`src/rtl/spi_pkg.sv`:
```
// Shared definitions for the SPI transaction scheduler: data width, FSM
// state encoding and default slave-select timing in clk cycles.
package spi_pkg;

  localparam int DEF_LEN_DATA = 8;
  localparam int DEF_CS_SETUP = 4;
  localparam int DEF_CS_HOLD  = 4;
  localparam int DEF_CS_GAP   = 8;

  // Shared timer width; every timing constant must fit below 2**TMR_W.
  localparam int TMR_W = 8;

  typedef enum logic [2:0] {
    ST_IDLE  = 3'd0,
    ST_SETUP = 3'd1,
    ST_SEND  = 3'd2,
    ST_WAIT  = 3'd3,
    ST_HOLD  = 3'd4,
    ST_GAP   = 3'd5
  } state_e;

endpackage

```
`src/rtl/rr_arbiter.sv`:
```
// Round-robin picker: combinational one-hot choice of the first request at or
// after the pointer (wrapping), pointer moves past the last owner on advance.
module rr_arbiter
  import spi_pkg::*;
#(
  parameter int NUM_REQ = 2
) (
  input  logic               clk,
  input  logic               rst,
  input  logic [NUM_REQ-1:0] req,
  input  logic               advance,
  input  logic [NUM_REQ-1:0] last_grant,
  output logic [NUM_REQ-1:0] pick
);

  localparam int PTR_W = (NUM_REQ > 1) ? $clog2(NUM_REQ) : 1;

  logic [PTR_W-1:0]   ptr_q;
  logic [PTR_W-1:0]   ptr_d;
  logic [NUM_REQ-1:0] pick_hi;
  logic [NUM_REQ-1:0] pick_lo;
  logic               found_hi;
  logic               found_lo;

  // pick_hi covers indices at/after the pointer; pick_lo is the wrap-around.
  always_comb begin
    pick_hi  = '0;
    pick_lo  = '0;
    found_hi = 1'b0;
    found_lo = 1'b0;
    for (int i = 0; i < NUM_REQ; i++) begin
      if (req[i] && !found_hi && (i >= int'(ptr_q))) begin
        pick_hi[i] = 1'b1;
        found_hi   = 1'b1;
      end
      if (req[i] && !found_lo) begin
        pick_lo[i] = 1'b1;
        found_lo   = 1'b1;
      end
    end
    pick = found_hi ? pick_hi : pick_lo;
  end

  always_comb begin
    ptr_d = ptr_q;
    for (int i = 0; i < NUM_REQ; i++) begin
      if (last_grant[i]) begin
        ptr_d = (i == NUM_REQ - 1) ? '0 : PTR_W'(i + 1);
      end
    end
  end

  always_ff @(posedge clk) begin
    if (rst) begin
      ptr_q <= '0;
    end else if (advance) begin
      ptr_q <= ptr_d;
    end
  end

endmodule

```
`src/rtl/spi_txn_scheduler.sv`:
```
// Shares one byte-wide SPI engine among NUM_REQ requesters, running each
// multi-byte burst under its own slave select with setup/hold/gap timing.
module spi_txn_scheduler
  import spi_pkg::*;
#(
  parameter int NUM_REQ   = 2,
  parameter int LEN_DATA  = DEF_LEN_DATA,
  parameter int LEN_BURST = 4,
  parameter int CS_SETUP  = DEF_CS_SETUP,
  parameter int CS_HOLD   = DEF_CS_HOLD,
  parameter int CS_GAP    = DEF_CS_GAP
) (
  input  logic                           clk,
  input  logic                           rst,
  input  logic [NUM_REQ-1:0]             req,
  input  logic [NUM_REQ*LEN_BURST-1:0]   burst_len,
  input  logic [NUM_REQ*LEN_DATA-1:0]    tx_data,
  output logic [NUM_REQ-1:0]             tx_pop,
  output logic [LEN_DATA-1:0]            rx_data,
  output logic [NUM_REQ-1:0]             rx_valid,
  output logic [NUM_REQ-1:0]             done,
  output logic [NUM_REQ-1:0]             grant,
  output logic [NUM_REQ-1:0]             ss_n,
  output logic                           eng_start,
  output logic [LEN_DATA-1:0]            eng_tx,
  input  logic                           eng_done,
  input  logic [LEN_DATA-1:0]            eng_rx,
  output state_e                         dbg_state
);

  // Handshakes: req is a level held until done; tx_pop, rx_valid, done,
  // eng_start and eng_done are single-cycle pulses with no back-pressure.
  state_e               state_q, state_d;
  logic [NUM_REQ-1:0]   grant_q;
  logic [TMR_W-1:0]     tmr_q;
  logic [LEN_BURST-1:0] cnt_q;
  logic [LEN_DATA-1:0]  eng_tx_q;
  logic [LEN_DATA-1:0]  rx_data_q;
  logic [NUM_REQ-1:0]   rx_valid_q;
  logic [NUM_REQ-1:0]   done_q;
  logic [NUM_REQ-1:0]   pick;
  logic [LEN_DATA-1:0]  sel_tx;
  logic [LEN_BURST-1:0] sel_len;
  logic                 hold_end;

  assign hold_end = (state_q == ST_HOLD) && (tmr_q == '0);

  rr_arbiter #(
    .NUM_REQ (NUM_REQ)
  ) u_arb (
    .clk        (clk),
    .rst        (rst),
    .req        (req),
    .advance    (hold_end),
    .last_grant (grant_q),
    .pick       (pick)
  );

  always_comb begin
    sel_tx  = '0;
    sel_len = '0;
    for (int i = 0; i < NUM_REQ; i++) begin
      if (grant_q[i]) sel_tx = tx_data[i*LEN_DATA +: LEN_DATA];
      if (pick[i])    sel_len = burst_len[i*LEN_BURST +: LEN_BURST];
    end
  end

  always_comb begin
    state_d = state_q;
    case (state_q)
      ST_IDLE:  if (|req) state_d = ST_SETUP;
      ST_SETUP: if (tmr_q == '0) state_d = ST_SEND;
      ST_SEND:  state_d = ST_WAIT;
      ST_WAIT:  if (eng_done) state_d = (cnt_q == LEN_BURST'(1)) ? ST_HOLD : ST_SEND;
      ST_HOLD:  if (tmr_q == '0) state_d = ST_GAP;
      ST_GAP:   if (tmr_q == '0) state_d = ST_IDLE;
      default:  state_d = ST_IDLE;
    endcase
  end

  always_ff @(posedge clk) begin
    if (rst) begin
      state_q <= ST_IDLE;
    end else begin
      state_q <= state_d;
    end
  end

  // Datapath and timers; eng_done is only honoured in WAIT.
  always_ff @(posedge clk) begin
    if (rst) begin
      grant_q    <= '0;
      tmr_q      <= '0;
      cnt_q      <= '0;
      eng_tx_q   <= '0;
      rx_data_q  <= '0;
      rx_valid_q <= '0;
      done_q     <= '0;
    end else begin
      rx_valid_q <= '0;
      done_q     <= '0;
      case (state_q)
        ST_IDLE: begin
          if (|req) begin
            grant_q <= pick;
            cnt_q   <= (sel_len == '0) ? LEN_BURST'(1) : sel_len;
            tmr_q   <= TMR_W'(CS_SETUP - 1);
          end
        end
        ST_SETUP: if (tmr_q != '0) tmr_q <= tmr_q - TMR_W'(1);
        ST_SEND:  eng_tx_q <= sel_tx;
        ST_WAIT: begin
          if (eng_done) begin
            rx_data_q  <= eng_rx;
            rx_valid_q <= grant_q;
            cnt_q      <= cnt_q - LEN_BURST'(1);
            if (cnt_q == LEN_BURST'(1)) tmr_q <= TMR_W'(CS_HOLD - 1);
          end
        end
        ST_HOLD: begin
          if (tmr_q == '0) begin
            done_q  <= grant_q;
            grant_q <= '0;
            tmr_q   <= TMR_W'(CS_GAP - 1);
          end else begin
            tmr_q <= tmr_q - TMR_W'(1);
          end
        end
        ST_GAP:  if (tmr_q != '0) tmr_q <= tmr_q - TMR_W'(1);
        default: grant_q <= '0;
      endcase
    end
  end

  // Slave selects follow the registered grant, so at most one is ever low.
  assign ss_n      = ~grant_q;
  assign grant     = grant_q;
  assign eng_start = (state_q == ST_SEND);
  assign eng_tx    = (state_q == ST_SEND) ? sel_tx : eng_tx_q;
  assign tx_pop    = grant_q & {NUM_REQ{state_q == ST_SEND}};
  assign rx_data   = rx_data_q;
  assign rx_valid  = rx_valid_q;
  assign done      = done_q;
  assign dbg_state = state_q;

endmodule
```
`config.mk`:
```
export PLATFORM = sky130hd
export DESIGN_NAME = spi_txn_scheduler
export DESIGN_NICKNAME = d
export VERILOG_FILES = /design/src/rtl/spi_pkg.sv /design/src/rtl/rr_arbiter.sv /design/src/rtl/spi_txn_scheduler.sv
export SDC_FILE = /design/constraint.sdc
export NUM_CORES = 1
export LEC_CHECK = 0
export ABC_AREA = 1
export CAP_MARGIN = 20
export CORE_ASPECT_RATIO = 0.75
export CORE_UTILIZATION = 49
export DETAILED_ROUTE_END_ITERATION = 10
export PLACE_DENSITY_LB_ADDON = 0.15
export SLEW_MARGIN = 20
export SYNTH_ARGS = -nofsm -noshare
export SYNTH_HDL_FRONTEND = slang
export SYNTH_SLANG_ARGS = --single-unit
```
`constraint.sdc`:
```
create_clock -name clk -period 3 [get_ports clk]
set_input_delay 0.75 -clock clk [delete_from_list [all_inputs] [get_ports clk]]
set_output_delay 0.75 -clock clk [all_outputs]
set_load 0.05 [all_outputs]
```
* Word-level counts from Yosys, hierarchy flattened
Cells that the tools add are included.
** Storage, ports and cells
- Bits in registers :: 38
- Latch bits :: 0
- Bits in writable memories :: 0
- Bits in read-only memories :: 0
- Input bits :: 37
- Output and inout port bits :: 30
- Word-level logic and storage cells :: 89
- Memories kept :: 0
** Operators by class
- Add/sub/neg operators :: 2
- $mul :: 0
- Div/mod/pow operators :: 0
- $lt $le $gt $ge :: 1
- Equal/unequal tests :: 13
- Shifts and indexed selects :: 0
- Mux-type cells :: 33
- Bitwise operators :: 7
- Reductions and logical operators :: 24
** Operators by type and width (number)
- two-way mux 8 bit :: 8
- one-hot mux 8 bit (4 select lines) :: 1
- two-way mux 4 bit :: 5
- two-way mux 3 bit :: 6
- one-hot mux 3 bit (6 select lines) :: 1
- inequality test 2 bit (second input constant) :: 5
- AND reduction 5 bit :: 2
- logical NOT 8 bit :: 1
- one-hot mux 4 bit (2 select lines) :: 1
- nonzero test 8 bit :: 1
- subtractor 8 x 1 -> 8 bit (second input constant) :: 1
- two-way mux 1 bit :: 7
- equality test 3 x 2 -> 1 bit (second input constant) :: 2
- equality test 3 bit (second input constant) :: 2
- two-way mux 2 bit :: 3
- one-hot mux 2 bit (3 select lines) :: 1
- AND reduction 3 bit :: 2
- OR reduction 3 bit :: 2
- NOT 1 bit :: 5
- equality test 4 x 1 -> 1 bit (second input constant) :: 1
- logical AND 1 bit :: 4
- logical NOT 4 bit :: 1
- inequality test 2 x 1 -> 1 bit (second input constant) :: 2
- AND reduction 2 bit :: 2
- other kinds (11) :: 14

* Longest topological paths before layout
Gate-level depths: netlist of the first run.
- Word-level depth :: 13
- Gate-level depth with buffers :: 11
- Mapped depth without buffers :: 11

* Cells and area by module
From an unflattened synthesis of the first run, not the netlist that was laid out.
** Second synthesis, totals
- Cell total of the unflattened synthesis :: 343
- Area total of the unflattened synthesis :: 2198.4 um^2
** Modules (own cells, without submodules)
- spi_txn_scheduler :: times used 1, cells an instance 334, area an instance 2139.6 um^2, seq. area each 740.7 um^2
- rr_arbiter :: times used 1, cells an instance 9, area an instance 58.8 um^2, seq. area each 20.0 um^2

* Least setup slack after synthesis of the first run
OpenSTA, ideal clock, no wires.
- Kind :: register -> output
- Start :: reg grant_q[0] (netlist: grant[0])
- End :: out eng_tx[7]
- Data arrival time :: 2.026 ns
- Data required time :: 2.250 ns
- Setup slack :: 0.224 ns
- Cell stages (with the launch flop) :: 6
- Path buffers :: 0
- Path through :: dfxtp_1 > inv_1 > nor2_1 > a22o_1 > nand2_1 > nand2_1
** Between the ends
- Word-level cells in the longest chain between the ends :: 3
** RTL lines
- start: declaration :: line spi_txn_scheduler.sv:34 : logic [NUM_REQ-1:0] grant_q;
- start signal: assignment :: line spi_txn_scheduler.sv:105 : grant_q <= pick;
- two-way mux 8 bit (2 in series) :: line spi_txn_scheduler.sv:63 : if (grant_q[i]) sel_tx = tx_data[i*LEN_DATA +: LEN_DATA];
- two-way mux 8 bit
- end: declaration :: line spi_txn_scheduler.sv:25 : output logic [LEN_DATA-1:0] eng_tx,
No other way between the ends.

* Worst setup path after layout of the first run
- Start :: reg state_q[1] (netlist: dbg_state[1])
- End :: out eng_tx[3]
** Between the ends
- Word-level cells in the longest chain between the ends :: 2
** RTL lines
- start: declaration :: line spi_txn_scheduler.sv:33 : state_e state_q, state_d;
- start signal: assignment :: line spi_txn_scheduler.sv:85 : state_q <= state_d;
- equality test 3 x 2 -> 1 bit :: line spi_txn_scheduler.sv:139 : assign eng_tx = (state_q == ST_SEND) ? sel_tx : eng_tx_q;
- two-way mux 8 bit
No other way between the ends.

==> results of run 1 <==
sequential cells by signal, summed over array words and instances (netlist names):
signal	flops
cnt_q	4
dbg_state	3
done	2
eng_tx_q	8
grant	2
rx_data	8
rx_valid	2
tmr_q	8
u_arb.ptr_q	1
routing by layer:
| metal | track usage [%] | vias up | wire [um] |
|---|---|---|---|
| li1 | - | 1069 | - |
| met3 | 10.6 | 12 | 304 |
| met1 | 29.4 | 907 | 2170 |
| met5 | 0 | - | 0 |
| met4 | 9.26 | 0 | 125 |
| met2 | 39.4 | 58 | 2150 |
synthesized netlist by cell type, types with 3 or more instances:
cell | number | share of area, %
a22o_1 | 8 | 3.5
ha_1 | 3 | 1.9
dfxtp_1 | 38 | 38
nand4_1 | 3 | 0.94
a21oi_1 | 32 | 8.0
nor2_2 | 6 | 1.9
o21ai_1 | 4 | 1.0
buf_2 | 5 | 1.3
clkbuf_1 | 3 | 0.57
inv_1 | 28 | 5.3
nor2_1 | 23 | 4.3
nor3_1 | 8 | 2.0
o21ai_0 | 7 | 1.8
nand3_1 | 19 | 4.8
nand2_1 | 79 | 15
nand2_2 | 4 | 1.3
worst max path at each step:
stage,end
final,eng_tx[3]
after global placement,eng_tx[2]
after detailed placement,eng_tx[7]
after CTS,tx_pop[0]
after floorplan,eng_tx[7]
after global routing,eng_tx[4]
power groups by stage:
| stage | logic, uW | clock network [uW] | registers [uW] |
|---|---|---|---|
| floorplan | 925 | 0 | 802 |
| global placement | 1270 | 0 | 748 |
| detailed placement | 1300 | 0 | 747 |
| CTS | 1300 | 376 | 737 |
| global route | 1470 | 397 | 758 |
| finish | 1310 | 370 | 739 |
metrics by stage:
stage,utilization (%),setup WS [ps],power (uW),instances
after floorplan,-,224,1730,290
after global placement,71.0,544,2020,400
after detailed placement,71.0,544,2050,400
after CTS,73.5,342,2420,408
after global routing,73.5,194,2620,408
final,73.5,370,2410,408
layout make-up:
class                   instances  area, um2  area share [%]
repair buffers                 68        673            24.2
clock buffers                   6       82.6            2.97
clock inverters                 2       12.5           0.450
multi-input cells             210       1060            38.2
inverters                      32        121            4.37
flip-flops and latches         38        761            27.4
well taps                      52       65.1            2.34
worst max-delay path: stages (launching register included):
cell	delay (ps)
dfxtp_1	580
nand2_1	130
nor2_1	170
clkinv_1	270
nand2_1	170
nand2_1	70
buf_4	190
cell families (layout without fill, tap and decap cells):
logic type / Yosys count / in the layout
AND/OR/NAND/NOR: 148 / 148
AO/OA/AOI/OAI: 57 / 57
buffers and inverters: 42 / 108
flip-flops: 38 / 38
adder cells (fa/ha/maj): 3 / 3
XOR/XNOR: 2 / 2
==> summary.txt, run 1 <==
Reg2Reg Setup Slack = 1210 ps
CTS Buf Count = 5
# setup viols final = 0
Final Skew = 3.75 ps
vias in the first global route = 1910
DRT iter0 DRCs = 101
sequential share of the synthesized area = 38.2%
outcome = complete, no violations
ys flop type = dfxtp_1
placed inst area = 2680 um2
die width = 75.6 um
Reg clk slew, reported paths = 70 ps
terminus of the critical flop-to-flop path = cnt_q[2]
Worst VDD drop = 0.517 mV
most frequent cells in the layout = nand2_1 (79), clkdlybuf4s50_1 (55), dfxtp_1 (38), a21oi_1 (32), inv_1 (28)
cell count after synthesis = 290
DIE AREA = 4330 um2
Final Instance Area = 2780 um2
Yosys cell types = 30
number of vias per cell = 5.01
CP Capture Type = output port
cell area power density = 869 nW/um2
clk root buf = clkbuf_8
WHS = 463 ps
Tot GR Track Use = 24.7%
hold endpoint = rx_data[3]
Hold/Removal Path Class = flip-flop to flip-flop
Setup TNS = 0 ps
syn_area_per_cell = 6.87 um2
worst hold start = rx_data[3]
complex-gate fraction of the synthesized area = 16.6%
Final Routed Wirelength = 4.75 mm
DRT antenna net count = 0
actual slew at the worst max-slew pin = 613 ps
CTS tree = yes
RR Startpoint = dbg_state[1]
CP startpoint = dbg_state[1]
WS Path Type = flip-flop to output port
P&R area growth vs syn = 39.4%
CTS H-tree lvls = 2
Leakage Power = 0.00117 uW
fraction of power consumed by the clock network = 15.3%
IO buf count = 66
Max Slew Vio Count = 0
hold path cells = 2
initial antenna violation count = 0
Slew Limit Headroom = 58.8%
die height = 57.2 um
first-pass GRT wire length = 8.08 mm
Yosys warning total = 0
Switch Pwr = 1150 uW
post-cts sizing count = 0
syn_nets = 330
vias post-DR = 2046
CP Launch Type = flip-flop
switch share = 47.7%
Worst-Skew Late Latency = 300 ps
number of enable flip-flop cells after synthesis = 0
share of power burned in registers = 30.6%
combinational power share = 54.1%
CTS Buffer Depth = 2
clk sinks = 38
final hold vios = 0
fin crit period = 2630 ps
Pint = 1260 uW
GP Congestion = 0.897
most common cell after layout, fill and taps aside = nand2_1
Fmax = 380 MHz
XOR/XNOR Fraction of Synth Area = 0.879%
setup bufs post-CTS = 0
share of layout cells above drive strength 1 = 11.8%
Max FO, Critical Path = 9
antenna cells = 0
Netlist Area Pre-Place = 1990 um2
worst r2r path cells = 8
WP data required = 2250 ps
fill cell count = 306
grt total ovfl = 0
final worst-path cycle share = 87.7%
Post-Synth Simple-Gate Area = 33.9%
DP Wirelength = 3.60 mm
DRC = 0
adder-cell share of the synthesized area = 1.88%
largest family of logic cells by synthesized area = simple AND/OR/NAND/NOR gates
CTS Hold Bufs = 0
RSZ-0062 raised after global routing = no
Max Cap Viol = 0
area of the core = 3780 um2
1st-pass router iterations = 4
Yosys reg bits = 38
WP data arrival = 1880 ps
FP Rows = 19
Nets = 395
largest net degree at the start of global routing = 17
Routed WL per cell = 11.6 um
post-synthesis async set-or-reset flop share = 0%
post-synthesis mux area share = 0%
io pins = 67
Initial Utilization = 52.7%
No activity file was read; power rests on OpenSTA's default activity.
==> run 2, diff against run 1 <==
--- a/config.mk
+++ b/config.mk
@@ -11,7 +11,7 @@
 export CORE_UTILIZATION = 49
 export DETAILED_ROUTE_END_ITERATION = 10
 export PLACE_DENSITY_LB_ADDON = 0.15
-export SLEW_MARGIN = 20
+export SLEW_MARGIN = 10
 export SYNTH_ARGS = -nofsm -noshare
 export SYNTH_HDL_FRONTEND = slang
 export SYNTH_SLANG_ARGS = --single-unit
==> results of run 2 <==
Final layout, timing and power as in run 1 (identical DEF).
